**config.mk**
```make
export PLATFORM = sky130hd
export DESIGN_NAME = counter_arb_ctrl
export DESIGN_NICKNAME = d
export VERILOG_FILES = /design/src/rtl/counter_arb_ctrl.sv
export SDC_FILE = /design/constraint.sdc
export NUM_CORES = 1
export LEC_CHECK = 0
export CAP_MARGIN = 0
export CORE_UTILIZATION = 40
export CTS_CLUSTER_DIAMETER = 50
export CTS_CLUSTER_SIZE = 25
export DETAILED_ROUTE_END_ITERATION = 7
export PLACE_DENSITY = 0.76
export SKIP_CTS_REPAIR_TIMING = 1
export SLEW_MARGIN = 40
export SYNTH_ARGS = -nofsm -noshare
export SYNTH_HDL_FRONTEND = slang
export SYNTH_SLANG_ARGS = --single-unit
```
**constraint.sdc**
```tcl
create_clock -name clk -period 1.3 [get_ports clk]
set_input_delay 0.26 -clock clk [delete_from_list [all_inputs] [get_ports clk]]
set_output_delay 0.26 -clock clk [all_outputs]
set_load 0.01 [all_outputs]
```
**src/rtl/counter_arb_ctrl.sv**
```systemverilog
// Two-requester controller that sequences runs of a shared external 4-bit counter.
// Define COUNTER_ARB_CTRL_RR_EN for round-robin arbitration; fixed priority (req0 wins) otherwise.
module counter_arb_ctrl (
    input  logic       clk,
    input  logic       reset_n,
    input  logic       req0,
    input  logic [3:0] len0,
    input  logic       req1,
    input  logic [3:0] len1,
    input  logic [3:0] cnt_count,
    output logic       gnt0,
    output logic       gnt1,
    output logic       done0,
    output logic       done1,
    output logic       busy,
    output logic       cnt_load,
    output logic [3:0] cnt_load_data
);

    typedef enum logic [1:0] {
        ST_IDLE  = 2'd0,
        ST_START = 2'd1,
        ST_RUN   = 2'd2,
        ST_DONE  = 2'd3
    } state_e;

    state_e     state_q;
    logic       gnt0_q;
    logic       gnt1_q;
    logic       done0_q;
    logic       done1_q;
    logic       busy_q;
    logic [3:0] len_q;
    logic       win_valid_s;
    logic       win1_s;

`ifdef COUNTER_ARB_CTRL_RR_EN
    logic       last_q;

    // Round-robin winner selection: on a tie the requester not granted last wins.
    always_comb begin
        win_valid_s = req0 | req1;
        if (req0 && req1) begin
            win1_s = ~last_q;
        end else begin
            win1_s = req1;
        end
    end
`else
    // Fixed-priority winner selection: req0 always beats req1.
    always_comb begin
        win_valid_s = req0 | req1;
        win1_s      = req1 & ~req0;
    end
`endif

    // Run-sequencing FSM with registered grant, done and busy outputs.
    always_ff @(posedge clk or negedge reset_n) begin
        if (!reset_n) begin
            state_q <= ST_IDLE;
            gnt0_q  <= 1'b0;
            gnt1_q  <= 1'b0;
            done0_q <= 1'b0;
            done1_q <= 1'b0;
            busy_q  <= 1'b0;
            len_q   <= 4'd0;
`ifdef COUNTER_ARB_CTRL_RR_EN
            last_q  <= 1'b1;
`endif
        end else begin
            done0_q <= 1'b0;
            done1_q <= 1'b0;
            case (state_q)
                ST_IDLE: begin
                    if (win_valid_s) begin
                        state_q <= ST_START;
                        gnt0_q  <= ~win1_s;
                        gnt1_q  <= win1_s;
                        busy_q  <= 1'b1;
                        len_q   <= win1_s ? len1 : len0;
`ifdef COUNTER_ARB_CTRL_RR_EN
                        last_q  <= win1_s;
`endif
                    end else begin
                        state_q <= ST_IDLE;
                        gnt0_q  <= 1'b0;
                        gnt1_q  <= 1'b0;
                        busy_q  <= 1'b0;
                    end
                end
                ST_START: begin
                    state_q <= ST_RUN;
                    busy_q  <= 1'b1;
                end
                ST_RUN: begin
                    // The counter freezes on the matching value, so len=15 never wraps.
                    if (cnt_count == len_q) begin
                        state_q <= ST_DONE;
                        done0_q <= gnt0_q;
                        done1_q <= gnt1_q;
                    end else begin
                        state_q <= ST_RUN;
                    end
                    busy_q <= 1'b1;
                end
                ST_DONE: begin
                    state_q <= ST_IDLE;
                    gnt0_q  <= 1'b0;
                    gnt1_q  <= 1'b0;
                    busy_q  <= 1'b0;
                end
                default: begin
                    state_q <= ST_IDLE;
                    gnt0_q  <= 1'b0;
                    gnt1_q  <= 1'b0;
                    busy_q  <= 1'b0;
                end
            endcase
        end
    end

    // Counter control: hold by reloading the current value, clear in START, count in RUN.
    always_comb begin
        cnt_load      = 1'b1;
        cnt_load_data = cnt_count;
        case (state_q)
            ST_IDLE: begin
                cnt_load      = 1'b1;
                cnt_load_data = cnt_count;
            end
            ST_START: begin
                cnt_load      = 1'b1;
                cnt_load_data = 4'd0;
            end
            ST_RUN: begin
                if (cnt_count == len_q) begin
                    cnt_load = 1'b1;
                end else begin
                    cnt_load = 1'b0;
                end
                cnt_load_data = cnt_count;
            end
            ST_DONE: begin
                cnt_load      = 1'b1;
                cnt_load_data = cnt_count;
            end
            default: begin
                cnt_load      = 1'b1;
                cnt_load_data = cnt_count;
            end
        endcase
    end

    assign gnt0  = gnt0_q;
    assign gnt1  = gnt1_q;
    assign done0 = done0_q;
    assign done1 = done1_q;
    assign busy  = busy_q;

endmodule

```
**After elaboration in Yosys (flattened, before gate mapping)**

Cells that the tools add are included.

- Flip-flop bits (word level): 11
- Input bits: 16
- Logic and storage cells: 38

- Equal/unequal tests: 4
- Muxes and demuxes: 17
- Bitwise operators: 4
- Reduce and logical (&&, ||, !) cells: 6

Operator list:

| operator | number |
|---|---|
| 1-bit two-way mux | 10 |
| 2-bit one-hot mux with 4 select lines | 1 |
| 4-bit one-hot mux with 2 select lines | 1 |
| 1-bit one-hot mux with 2 select lines | 3 |
| 3-bit OR reduction | 2 |
| 2-bit equality test, second input constant | 2 |
| 4-bit equality test | 1 |
| 4-bit two-way mux | 1 |
| 1-bit one-hot mux with 3 select lines | 1 |
| 2-bit by 1-bit equality test with 1-bit output, second input constant | 1 |
| 2-bit zero test | 1 |
| 1-bit inverter | 2 |
| 2-bit AND reduction | 1 |
| 2-bit nonzero test | 1 |
| 2-bit OR reduction | 1 |
| 1-bit AND | 1 |
| 1-bit bitwise OR | 1 |

**Longest topological paths before layout**

- Word-level depth: 5
- Mapped depth: 6
- Gate-level depth less buffers: 5

**Worst setup path after synthesis**

Ideal clock, no wire load.

- Path type: reg2reg
- From: reg state_q[1]
- To: reg gnt1_q (netlist: gnt1)
- Arrival: 1.076 ns
- Data required time: 1.178 ns
- Setup slack: 0.103 ns
- Cell stages (with the launch flop): 5
- Path through: dfrtp_1 inv_1 ha_1 nor2_1 a32o_1

- Cells in the longest elaborated chain, start to end: 2

RTL lines:

| what | RTL line | source |
|---|---|---|
| from (decl) | 27 | `state_e state_q;` |
| from (signal assigned) | 60 | `state_q <= ST_IDLE;` |
| from (signal assigned) | 76 | `state_q <= ST_START;` |
| from (signal assigned) | 85 | `state_q <= ST_IDLE;` |
| 2-bit equality test or 2-bit zero test (tied branches) | 73 | `case (state_q)` |
| 1-bit one-hot mux with 2 select lines or 2-bit nonzero test (tied branches) | n/a |  |
| to (signal assigned) | 78 | `gnt1_q <= win1_s;` |
| to (decl) | 29 | `logic gnt1_q;` |

Parallel ways exist; a longest one is shown, timed or not.
A chain may end at the register's enable or synchronous reset.

**Worst setup path after layout**

- From: reg len_q[2]
- To: out cnt_load

- Cells in the longest elaborated chain, start to end: 3

RTL lines:

| what | RTL line | source |
|---|---|---|
| from (decl) | 33 | `logic [3:0] len_q;` |
| from (signal assigned) | 80 | `len_q <= win1_s ? len1 : len0;` |
| 4-bit equality test | 136 | `if (cnt_count == len_q) begin` |
| 1-bit two-way mux | 136 |  |
| 1-bit one-hot mux with 2 select lines | 126 | `case (state_q)` |
| to (decl) | 16 | `output logic cnt_load,` |

Every way passes these cells.

==> summary.md <==
| Metric | Value |
|---|---|
| Gr ovfl total | 0 |
| Setup ws final | -0.169 ns |
| Vias/cell | 5.45 |
| Max-slew violations | 0 |
| First-pass GRT wire length | 2460 µm |
| GP Congestion | 0.713 |
| Initial core utilization | 45.6% |
| Leakage | 0.605 nW |
| Die X | 41.5 µm |
| Synthesized cell area | 623 µm² |
| Clock Tree Buf Depth | 2 |
| Cells after synthesis | 63 |
| CP startpoint kind | register |
| Antenna viol nets, final | 0 |
| Most frequent cells in the layout | buf_4, dfrtp_1, clkdlybuf4s50_1 |
| Final #Nets | 131 |
| Min-Delay Path Class | primary input to asynchronous set/reset pin |
| WL/cell | 15.7 µm |
| Fin util | approximately four fifths |
| Status | finished, violations left |
| Critical path class | register to primary output |
| Worst Hold Margin | 0.279 ns |
| Starting DRT DRC Count | 12 |
| Synthesis-stage register bit count | 11 |
| Io pins | 26 |
| Port buffer count | 25 |
| Core area | 1370 µm² |
| Routed vias | 670 |
| Final Setup Violations | 5 |
| TritonCTS Buffers | 3 |
| Worst-path clk slew | 0.07 ns |
| CTS Sinks | 11 |
| Fin. Hold Viols | 0 |
| CP Capture Type | primary output |
| Final Instance Count excl. Fillers | 123 |
| Die ar. | 1720 µm² |
| Die height | 41.5 µm |
| Rows | 13 |
| DRC Markers | 0 |
| Ys Warns | 0 |
| Most common cell after layout, fill and taps aside | buf_4 |
| CTS tree | built |
| Detailed Place HPWL | 1230 µm |
| Final wirelength | between 1500 and 2000 µm |
| Post-synthesis cell type count | 17 |
| Share of layout cells above drive strength 1 | 36.1% |
| Slew @ Worst Pin | 0.395 ns |
| Dpl cells | roughly 120 |
| Largest net degree at the start of global routing | 12 |
| Critical path peak fanout | 2 |
| Worst EP arrival | 1.21 ns |
| Reg2reg setup slack | 0.01 ns |
| CP max-delay cell | dfrtp_1 |
| Layout area overhead | 79.1% |
| RSZ-0062 raised after global routing | yes |
| Power Density | 2120 nW/µm² |
| Clk Latency, worst-skew pair | roughly 0.28 ns |
| Failing checks | setup timing |
| Drt pass-1 iters | 4 |
| MaxCap Viol Count | 0 |
| Register area share after synthesis | 44.2% |
| Syn Nets | 85 |
| CTS root buf | clkbuf_4 |
| Antenna violations before repair | 0 |
| Worst slew margin | 73.6% |
| Htree depth | 1 |
| ANT cells | 0 |
| Cell count of the worst reg-to-reg path | 7 |
| WP data required | ~1.0 ns |
| Period utilization | 113% |
| Vias in the first global route | around 590 |
| Min cycle time layout | 1.47 ns |
| Peak supply drop | between 1 and 1.5 mV |
| Total GRT Usage | 19.0% |
| Syn_area_per_cell | 9.89 µm² |
| Crit path cell chain | xnor2_2 > nand4_2 > nand2_1 > buf_2 |
| Upper clock frequency limit | 681 MHz |
| Clock Skew | ~0.0021 ns |
| CP max stage delay | 0.43 ns |
==> synth_stat cells <==
master / count / area, µm²
o22ai_1: 4 / 25.0
nand2_1: 3 / 11.3
nand3b_1: 4 / 30.0
a21oi_1: 5 / 25.0
nor2_1: 3 / 11.3
ha_1: 6 / 75.1
a32o_1: 1 / 10.0
buf_2: 2 / 10.0
dfrtp_1: 11 / 275
xnor2_1: 4 / 35.0
nor2b_1: 4 / 25.0
inv_1: 6 / 22.5
nand4_2: 1 / 12.5
o21ai_0: 5 / 25.0
nor3_1: 2 / 10.0
o31ai_1: 1 / 7.51
o31ai_2: 1 / 12.5
==> path summary, 6_finish.rpt <==
check	to	start
worst max-delay path	cnt_load	len_q[2]
worst min-delay path	gnt0	reset_n
worst max register to register	len_q[0]	state_q[1]
worst min register to register	gnt0	gnt0
max in group asynchronous	len_q[2]	reset_n
min in group clk	done0	cnt_count[3]
==> layer usage <==
metal | up-vias | share of wire, % | track usage [%]
li1 | 305 | - | -
met1 | 321 | 40 | 21.9
met4 | 0 | 3.9 | 11.0
met2 | 33 | 51 | 32.2
met3 | 11 | 4.8 | 3.91
met5 | - | 0 | 0
==> through the flow <==
step	power (mW)	area, µm²	setup TNS (ns)	setup WS, ns
2_1_floorplan	1.17	623	0	0.103
3_3_place_gp	1.77	995	-2.43	-0.577
3_5_place_dp	1.83	995	-2.92	-0.612
4_1_cts	2.08	1020	-3.87	-0.617
5_1_grt	2.52	1120	-1.11	-0.263
6_report	2.37	1120	-0.634	-0.169
==> area by class of cell <==
class                      count  area (µm²)
timing repair buffer          43         394
multi-input combinational     44         379
sequential                    11         275
fill                          86         250
clock buffer                   4        26.3
inverter                       6        22.5
tap                           15        18.8
==> logic make-up after synthesis <==
family | count (synthesis) | synth area share, %
flops | 11 | 44.2
compound gates | 17 | 16.9
fa+ha+maj | 6 | 12.0
simple gates | 17 | 16.1
xor+xnor | 4 | 5.62
buf+inv | 8 | 5.22
==> critical path: cells and delay by family, from the launching register on <==
family	cells	cell delay (ns)
DFF	1	0.43
and+or+nand+nor	2	0.22
xor gates and xnor gates	1	0.17
buffers and inverters	1	0.12
==> power by group <==
part           total (mW)  switching (mW)  internal (mW)
Combinational        1.51           0.666          0.844
Sequential          0.613           0.128          0.485
Clock               0.244           0.125          0.119
Total                2.37           0.919           1.45
==> registers in the layout, indices dropped and copies added, names as in the netlist <==
register  count
gnt0          1
busy          1
done1         1
gnt1          1
state_q       2
len_q         4
done0         1
Power figures use the tool's default switching activity.
